$ cat src/rtl/multi_cycle_cpu.sv
// Multi-cycle MIPS-subset core: one shared datapath sequenced by an FSM,
// a single req/ready memory port, start/stop control, halt and retire count.
module multi_cycle_cpu #(
   parameter int          ADDR_W   = 32,
   parameter int          NUM_REGS = 32,
   parameter logic [31:0] RESET_PC = 32'h0
) (
   input  logic              clk_i,
   input  logic              rst_i,
   input  logic              start_i,
   output logic              mem_req_o,
   output logic              mem_we_o,
   output logic [ADDR_W-1:0] mem_addr_o,
   output logic [31:0]       mem_wdata_o,
   input  logic [31:0]       mem_rdata_i,
   input  logic              mem_ready_i,
   output logic [ADDR_W-1:0] pc_o,
   output logic              halt_o,
   output logic [31:0]       retired_o
);

   // state  | meaning
   // IDLE   | stopped, outputs quiet, waiting for start_i
   // FETCH  | instruction read at PC, PC+4 on completion
   // DECODE | operand read, branch target into ALUOut, legality check
   // EXEC   | ALU op / address calc / branch / jump
   // MEM    | data read (lw) or write (sw) at ALUOut
   // WB     | register file write
   // HALT   | illegal opcode or misaligned access, left only by reset
   typedef enum logic [2:0] {
      S_IDLE, S_FETCH, S_DECODE, S_EXEC, S_MEM, S_WB, S_HALT
   } state_t;

   localparam logic [ADDR_W-1:0] RST_PC = RESET_PC[ADDR_W-1:0];

   state_t            state_q, state_d;
   logic [ADDR_W-1:0] pc_q, pc_d, addr_q, addr_d;
   logic [31:0]       ir_q, ir_d, a_q, a_d, b_q, b_d;
   logic [31:0]       alu_q, alu_d, mdr_q, mdr_d, wdata_q, wdata_d;
   logic [31:0]       retired_q, retired_d;
   logic              req_q, req_d, we_q, we_d, halt_q, halt_d;
   logic [31:0]       gpr_q [32];
   logic [31:0]       gpr_d [32];

   logic [5:0]  opcode, funct;
   logic [4:0]  rs, rt, rd, dest;
   logic [31:0] sext_imm, pc32, jump_tgt, alu_res, wb_data;
   logic        is_rtype, is_addi, is_lw, is_sw, is_beq, is_j, legal;
   logic        boundary;

   assign opcode   = ir_q[31:26];
   assign rs       = ir_q[25:21];
   assign rt       = ir_q[20:16];
   assign rd       = ir_q[15:11];
   assign funct    = ir_q[5:0];
   assign sext_imm = {{16{ir_q[15]}}, ir_q[15:0]};
   assign pc32     = 32'(pc_q);
   assign jump_tgt = {pc32[31:28], ir_q[25:0], 2'b00};

   assign is_rtype = (opcode == 6'h00);
   assign is_addi  = (opcode == 6'h08);
   assign is_lw    = (opcode == 6'h23);
   assign is_sw    = (opcode == 6'h2B);
   assign is_beq   = (opcode == 6'h04);
   assign is_j     = (opcode == 6'h02);
   assign legal    = (is_rtype && (funct inside {6'h20, 6'h22, 6'h24, 6'h25, 6'h2A}))
                   || is_addi || is_lw || is_sw || is_beq || is_j;

   assign dest    = is_rtype ? rd : rt;
   assign wb_data = is_lw ? mdr_q : alu_q;

   always_comb begin
      alu_res = a_q + sext_imm;
      if (is_rtype) begin
         case (funct)
            6'h20:   alu_res = a_q + b_q;
            6'h22:   alu_res = a_q - b_q;
            6'h24:   alu_res = a_q & b_q;
            6'h25:   alu_res = a_q | b_q;
            6'h2A:   alu_res = {31'b0, $signed(a_q) < $signed(b_q)};
            default: alu_res = '0;
         endcase
      end
   end

   always_comb begin
      state_d   = state_q;
      pc_d      = pc_q;
      ir_d      = ir_q;
      a_d       = a_q;
      b_d       = b_q;
      alu_d     = alu_q;
      mdr_d     = mdr_q;
      req_d     = req_q;
      we_d      = we_q;
      addr_d    = addr_q;
      wdata_d   = wdata_q;
      halt_d    = halt_q;
      retired_d = retired_q;
      gpr_d     = gpr_q;
      boundary  = 1'b0;

      case (state_q)
         S_IDLE: begin
            if (start_i) begin
               state_d = S_FETCH;
               req_d   = 1'b1;
               we_d    = 1'b0;
               addr_d  = pc_q;
            end
         end
         S_FETCH: begin
            if (mem_ready_i) begin
               ir_d    = mem_rdata_i;
               pc_d    = pc_q + ADDR_W'(4);
               req_d   = 1'b0;
               state_d = S_DECODE;
            end
         end
         S_DECODE: begin
            a_d   = (rs != 5'd0 && int'(rs) < NUM_REGS) ? gpr_q[rs] : '0;
            b_d   = (rt != 5'd0 && int'(rt) < NUM_REGS) ? gpr_q[rt] : '0;
            alu_d = pc32 + (sext_imm << 2);
            if (!legal) begin
               state_d = S_HALT;
               halt_d  = 1'b1;
            end else begin
               state_d = S_EXEC;
            end
         end
         S_EXEC: begin
            if (is_lw || is_sw) begin
               alu_d = alu_res;
               if (alu_res[1:0] != 2'b00) begin
                  state_d = S_HALT;
                  halt_d  = 1'b1;
               end else begin
                  state_d = S_MEM;
                  req_d   = 1'b1;
                  we_d    = is_sw;
                  addr_d  = alu_res[ADDR_W-1:0];
                  wdata_d = is_sw ? b_q : '0;
               end
            end else if (is_beq) begin
               if (a_q == b_q) pc_d = alu_q[ADDR_W-1:0];
               boundary = 1'b1;
            end else if (is_j) begin
               pc_d     = jump_tgt[ADDR_W-1:0];
               boundary = 1'b1;
            end else begin
               alu_d   = alu_res;
               state_d = S_WB;
            end
         end
         S_MEM: begin
            if (mem_ready_i) begin
               req_d   = 1'b0;
               we_d    = 1'b0;
               wdata_d = '0;
               if (we_q) begin
                  boundary = 1'b1;
               end else begin
                  mdr_d   = mem_rdata_i;
                  state_d = S_WB;
               end
            end
         end
         S_WB: begin
            // $0 and unimplemented registers silently absorb writes
            if (dest != 5'd0 && int'(dest) < NUM_REGS) gpr_d[dest] = wb_data;
            boundary = 1'b1;
         end
         S_HALT: begin
            req_d  = 1'b0;
            halt_d = 1'b1;
         end
         default: state_d = S_IDLE;
      endcase

      // Instruction boundary: retire, then either fetch from the new PC or park.
      if (boundary) begin
         retired_d = retired_q + 32'd1;
         state_d   = start_i ? S_FETCH : S_IDLE;
         req_d     = start_i;
         we_d      = 1'b0;
         wdata_d   = '0;
         addr_d    = start_i ? pc_d : '0;
      end
   end

   always_ff @(posedge clk_i or negedge rst_i) begin
      if (!rst_i) begin
         state_q   <= S_IDLE;
         pc_q      <= RST_PC;
         ir_q      <= '0;
         a_q       <= '0;
         b_q       <= '0;
         alu_q     <= '0;
         mdr_q     <= '0;
         req_q     <= 1'b0;
         we_q      <= 1'b0;
         addr_q    <= '0;
         wdata_q   <= '0;
         halt_q    <= 1'b0;
         retired_q <= '0;
         for (int i = 0; i < 32; i++) gpr_q[i] <= '0;
      end else begin
         state_q   <= state_d;
         pc_q      <= pc_d;
         ir_q      <= ir_d;
         a_q       <= a_d;
         b_q       <= b_d;
         alu_q     <= alu_d;
         mdr_q     <= mdr_d;
         req_q     <= req_d;
         we_q      <= we_d;
         addr_q    <= addr_d;
         wdata_q   <= wdata_d;
         halt_q    <= halt_d;
         retired_q <= retired_d;
         gpr_q     <= gpr_d;
      end
   end

   assign mem_req_o   = req_q;
   assign mem_we_o    = we_q;
   assign mem_addr_o  = addr_q;
   assign mem_wdata_o = wdata_q;
   assign pc_o        = pc_q;
   assign halt_o      = halt_q;
   assign retired_o   = retired_q;

endmodule

$ cat config.mk
export PLATFORM = sky130hd
export DESIGN_NAME = multi_cycle_cpu
export DESIGN_NICKNAME = d
export VERILOG_FILES = /design/src/rtl/multi_cycle_cpu.sv
export SDC_FILE = /design/constraint.sdc
export NUM_CORES = 2
export LEC_CHECK = 0
export CORE_MARGIN = 1.5
export CORE_UTILIZATION = 55
export CTS_CLUSTER_DIAMETER = 50
export CTS_CLUSTER_SIZE = 25
export DETAILED_ROUTE_END_ITERATION = 8
export PLACE_DENSITY = 0.73
export SKIP_LAST_GASP = 1
export SLEW_MARGIN = 25
export SYNTH_ARGS = -nofsm -noshare
export SYNTH_HDL_FRONTEND = slang
export SYNTH_SLANG_ARGS = --single-unit
$ cat constraint.sdc
create_clock -name clk_i -period 3.7 [get_ports clk_i]
set_input_delay 0.37 -clock clk_i [delete_from_list [all_inputs] [get_ports clk_i]]
set_output_delay 0.37 -clock clk_i [all_outputs]
set_load 0.02 [all_outputs]
==> impl_metrics.toml <==
[setup_path]
regToRegEndpoint = "mem_addr_o[12]"
r2r-start = "a_q[0]"
path_class = "register to register"
r2r_setup_slack_ps = -10
cp-end-kind = "register"
critical_path_arrival_ps = 4400
startpoint = "a_q[0]"
reg2reg_depth = 14
worstPathRequired_ps = 4390
cp-start-kind = "register"
crit_fanout = 8

[synthesis]
synth_edf_count = 0
async_reset_ff_share_pct = 100.0
synth_cell_types = 96
yosysSeqAreaShare_pct = 45.01
avgSynthCellArea_um2 = 10.50
synth_cells = 6982
synthFlopType = "dfrtp_1"
syn_nets = 7180
synth-seq-cells = 1318
ys_warn_count = 0
syn_area_um2 = 73280

[floorplan]
fp.dieH_um = 368.0
row_count = 133
coreArea_um2 = 131800
ios = 167
die_area_um2 = 135400
die_w_um = 368.0
start_util_pct = 55.60

[cells_and_area]
stdcell_area_um2 = 85610
seq_area_um2 = 33020
layout-drive-gt1-share_pct = 22.63
final_cell_mix = "1304 x dfrtp_1, 792 x nand2_1, 699 x a21oi_1, 661 x nor2_1, 612 x o21ai_0"
multi_input_area_um2 = 38070
fillers = 10030
final_common_cell = "dfrtp_1"
postLayoutCoreUtil_pct = 64.95
area_delta_synth_final_pct = 16.82
finalNetCount = 7415

[clock_network]
insertion_delay_ps = 820
cts_root_buffer = "clkbuf_16"
htree_levels = 4
cts_sinks = 1318
cts_buffers = 132
tritoncts = "built"
cts.path.max_buffers = 3
clk_pin_slew_worst_paths_ps = 60

[place]
dp_hpwl_mm = 180.0
portBuffers = 166
gp_congestion = 1.020
dpl_cell_area_um2 = 80570

[sta]
min_period_ps = 3712
fmax_mhz = 269.4
finalClockSkew_ps = 30.26
slew_headroom_pct = 35.06
finalSetupViolCount = 1
finalCritPeriodShare_pct = 100.3
worstMarginPinSlew_ps = 974.2
hold_viol = 0
drv_slew = 0
rsz0062_at_grt = "true"
setup_slack_ps = -12.35

[grt]
grt_max_degree = 119
grt.overflow.total = 0
grt_pass1_wl_mm = 393.8
grt_util_met2_pct = 59.47
antenna_found_initial = 7
grt.busiest_layer = "met2"
track_usage_pct = 39.08
met3_usage_pct = 9.761
grt_pass1_vias = 60910
grt_use_met1_pct = 51.76

[power_and_ir_drop]
power.density_nw_per_um2 = 945.5
p_total_w = 0.08094
p_leak_nw = 36.92
max-vdd-ir-drop_uv = 550.4

[run]
maxCapViolCount = 0

[worst_hold_path]
holdCritStartpoint = "mem_rdata_i[1]"
hold_depth = 3
hold_class = "input pin to register"
min_to = "ir_q[1]"

[status]
outcome = "finished with violations"
violations = "DRC, setup timing"

[drt]
drc_errors = 2
ant_nets = 0
via_count = 61400
wl_mm = 264.2
firstDrtPassIters = 9
first_iter_violations = 7402
avgRoutedWirePerCell_um = 29.09
detail_route.vias_per_cell = 6.760
[worst max path at each step]
stage / endpoint / slack (ps) / depth (start not counted)
finish: mem_addr_o[12] / -10 / 14
global route: mem_addr_o[1] / -140 / 16
floorplan: mem_addr_o[12] / 240 / 13
global placement: mem_addr_o[26] / -250 / 15
CTS: mem_addr_o[26] / -60 / 16
detailed placement: mem_addr_o[26] / -260 / 15
[what timing repair did]
item                       4_1_cts  5_1_grt
resized for setup               11       63
hold endpoints to repair        98        0
setup buffers                    3        4
setup endpoints to repair       60       65
pin swaps                        2       18
gates cloned                     0        1
hold buffers                     1        0
[kinds of logic after synthesis]
logic type	count (synthesis)	share of synthesized area [%]
AO/OA/AOI/OAI	1989	15.75
AND/OR/NAND/NOR	1808	10.36
flip-flops	1318	45.01
multiplexers	833	20.77
buffers and inverters	768	4.067
adder cells (fa/ha/maj)	162	2.807
XOR/XNOR	104	1.243
[through the flow]
stage | hold WS, ps | setup WS (ps) | setup TNS [ps] | cells
3_5_place_dp | 383.6 | -263.0 | -3839 | 8829
5_1_grt | 206.6 | -139.0 | -1590 | 9080
4_1_cts | 157.4 | -60.49 | -60.49 | 9075
3_3_place_gp | 376.9 | -253.8 | -2929 | 8829
6_report | 193.9 | -12.35 | -12.35 | 9082
2_1_floorplan | 74.41 | 235.1 | 0 | 6982
[registers in the layout (all words and copies together) (netlist names)]
name and cells:
gpr_q 1024, a_q 32, alu_q 32, b_q 32
ir_q 32, mdr_q 32, mem_addr_o 32, mem_wdata_o 32
pc_o 32, retired_o 32, state_q 3, halt_o 1
mem_req_o 1, mem_we_o 1
[power by group]
part           total, W  switching, W  leakage (nW)  internal, W
sequential       0.0242       0.00486          17.7       0.0194
clock            0.0145       0.00656          2.23      0.00793
combinational    0.0422        0.0238          17.0       0.0184
[layer usage]
layer / up-vias / routed length (um)
met5: - / 38
met4: 6 / 16760
met3: 933 / 30510
met2: 3764 / 119000
met1: 30670 / 97880
li1: 26020 / -
[Yosys cell counts, drive strengths merged, types with 19 or more instances]
master,number,area [um^2]
o32ai,33,289.0
o21a,27,210.2
nand2,809,3049
o31ai,19,142.6
ha,158,1977
clkbuf,490,1839
nand3,50,250.2
mux2,138,1554
a22oi,25,187.7
o22ai,119,750.7
a21oi,702,3517
mux4,536,12070
buf,148,653.1
o211ai,27,202.7
xnor2,74,648.1
and3,19,120.1
nand4,26,162.7
a21o,37,277.8
a31oi,36,225.2
nor2b,40,250.2
o21ai,719,3598
a211oi,43,322.8
mux2i,159,1592
inv,130,488.0
a221oi,34,310.3
o221ai,31,277.8
nor3,75,385.4
xor2,30,262.8
nand2b,21,131.4
o21bai,27,202.7
nor2,675,2549
dfrtp,1318,32980
[area by class of cell]
cell class              count  area share [%]
clock inverters            94           1.314
multi-input cells        4896           44.48
inverters                 130          0.5700
clock buffers             148           4.087
repair buffers            739           8.410
flip-flops and latches   1318           38.57
well taps                1755           2.565
diodes                      2        0.005846
[worst max-delay path: stages (launching register included)]
cell and delay [ps]:
dfrtp_1 360, inv_2 50, ha_2 190, fa_2 340, or2_4 260, a2111oi_4 410
nor3_2 140, a22oi_2 270, a211oi_2 120, o221a_2 370, nor3b_4 240, buf_12 160
o21ai_4 140, buf_6 200, a221o_1 340
(Power assumes the default switching activity.)
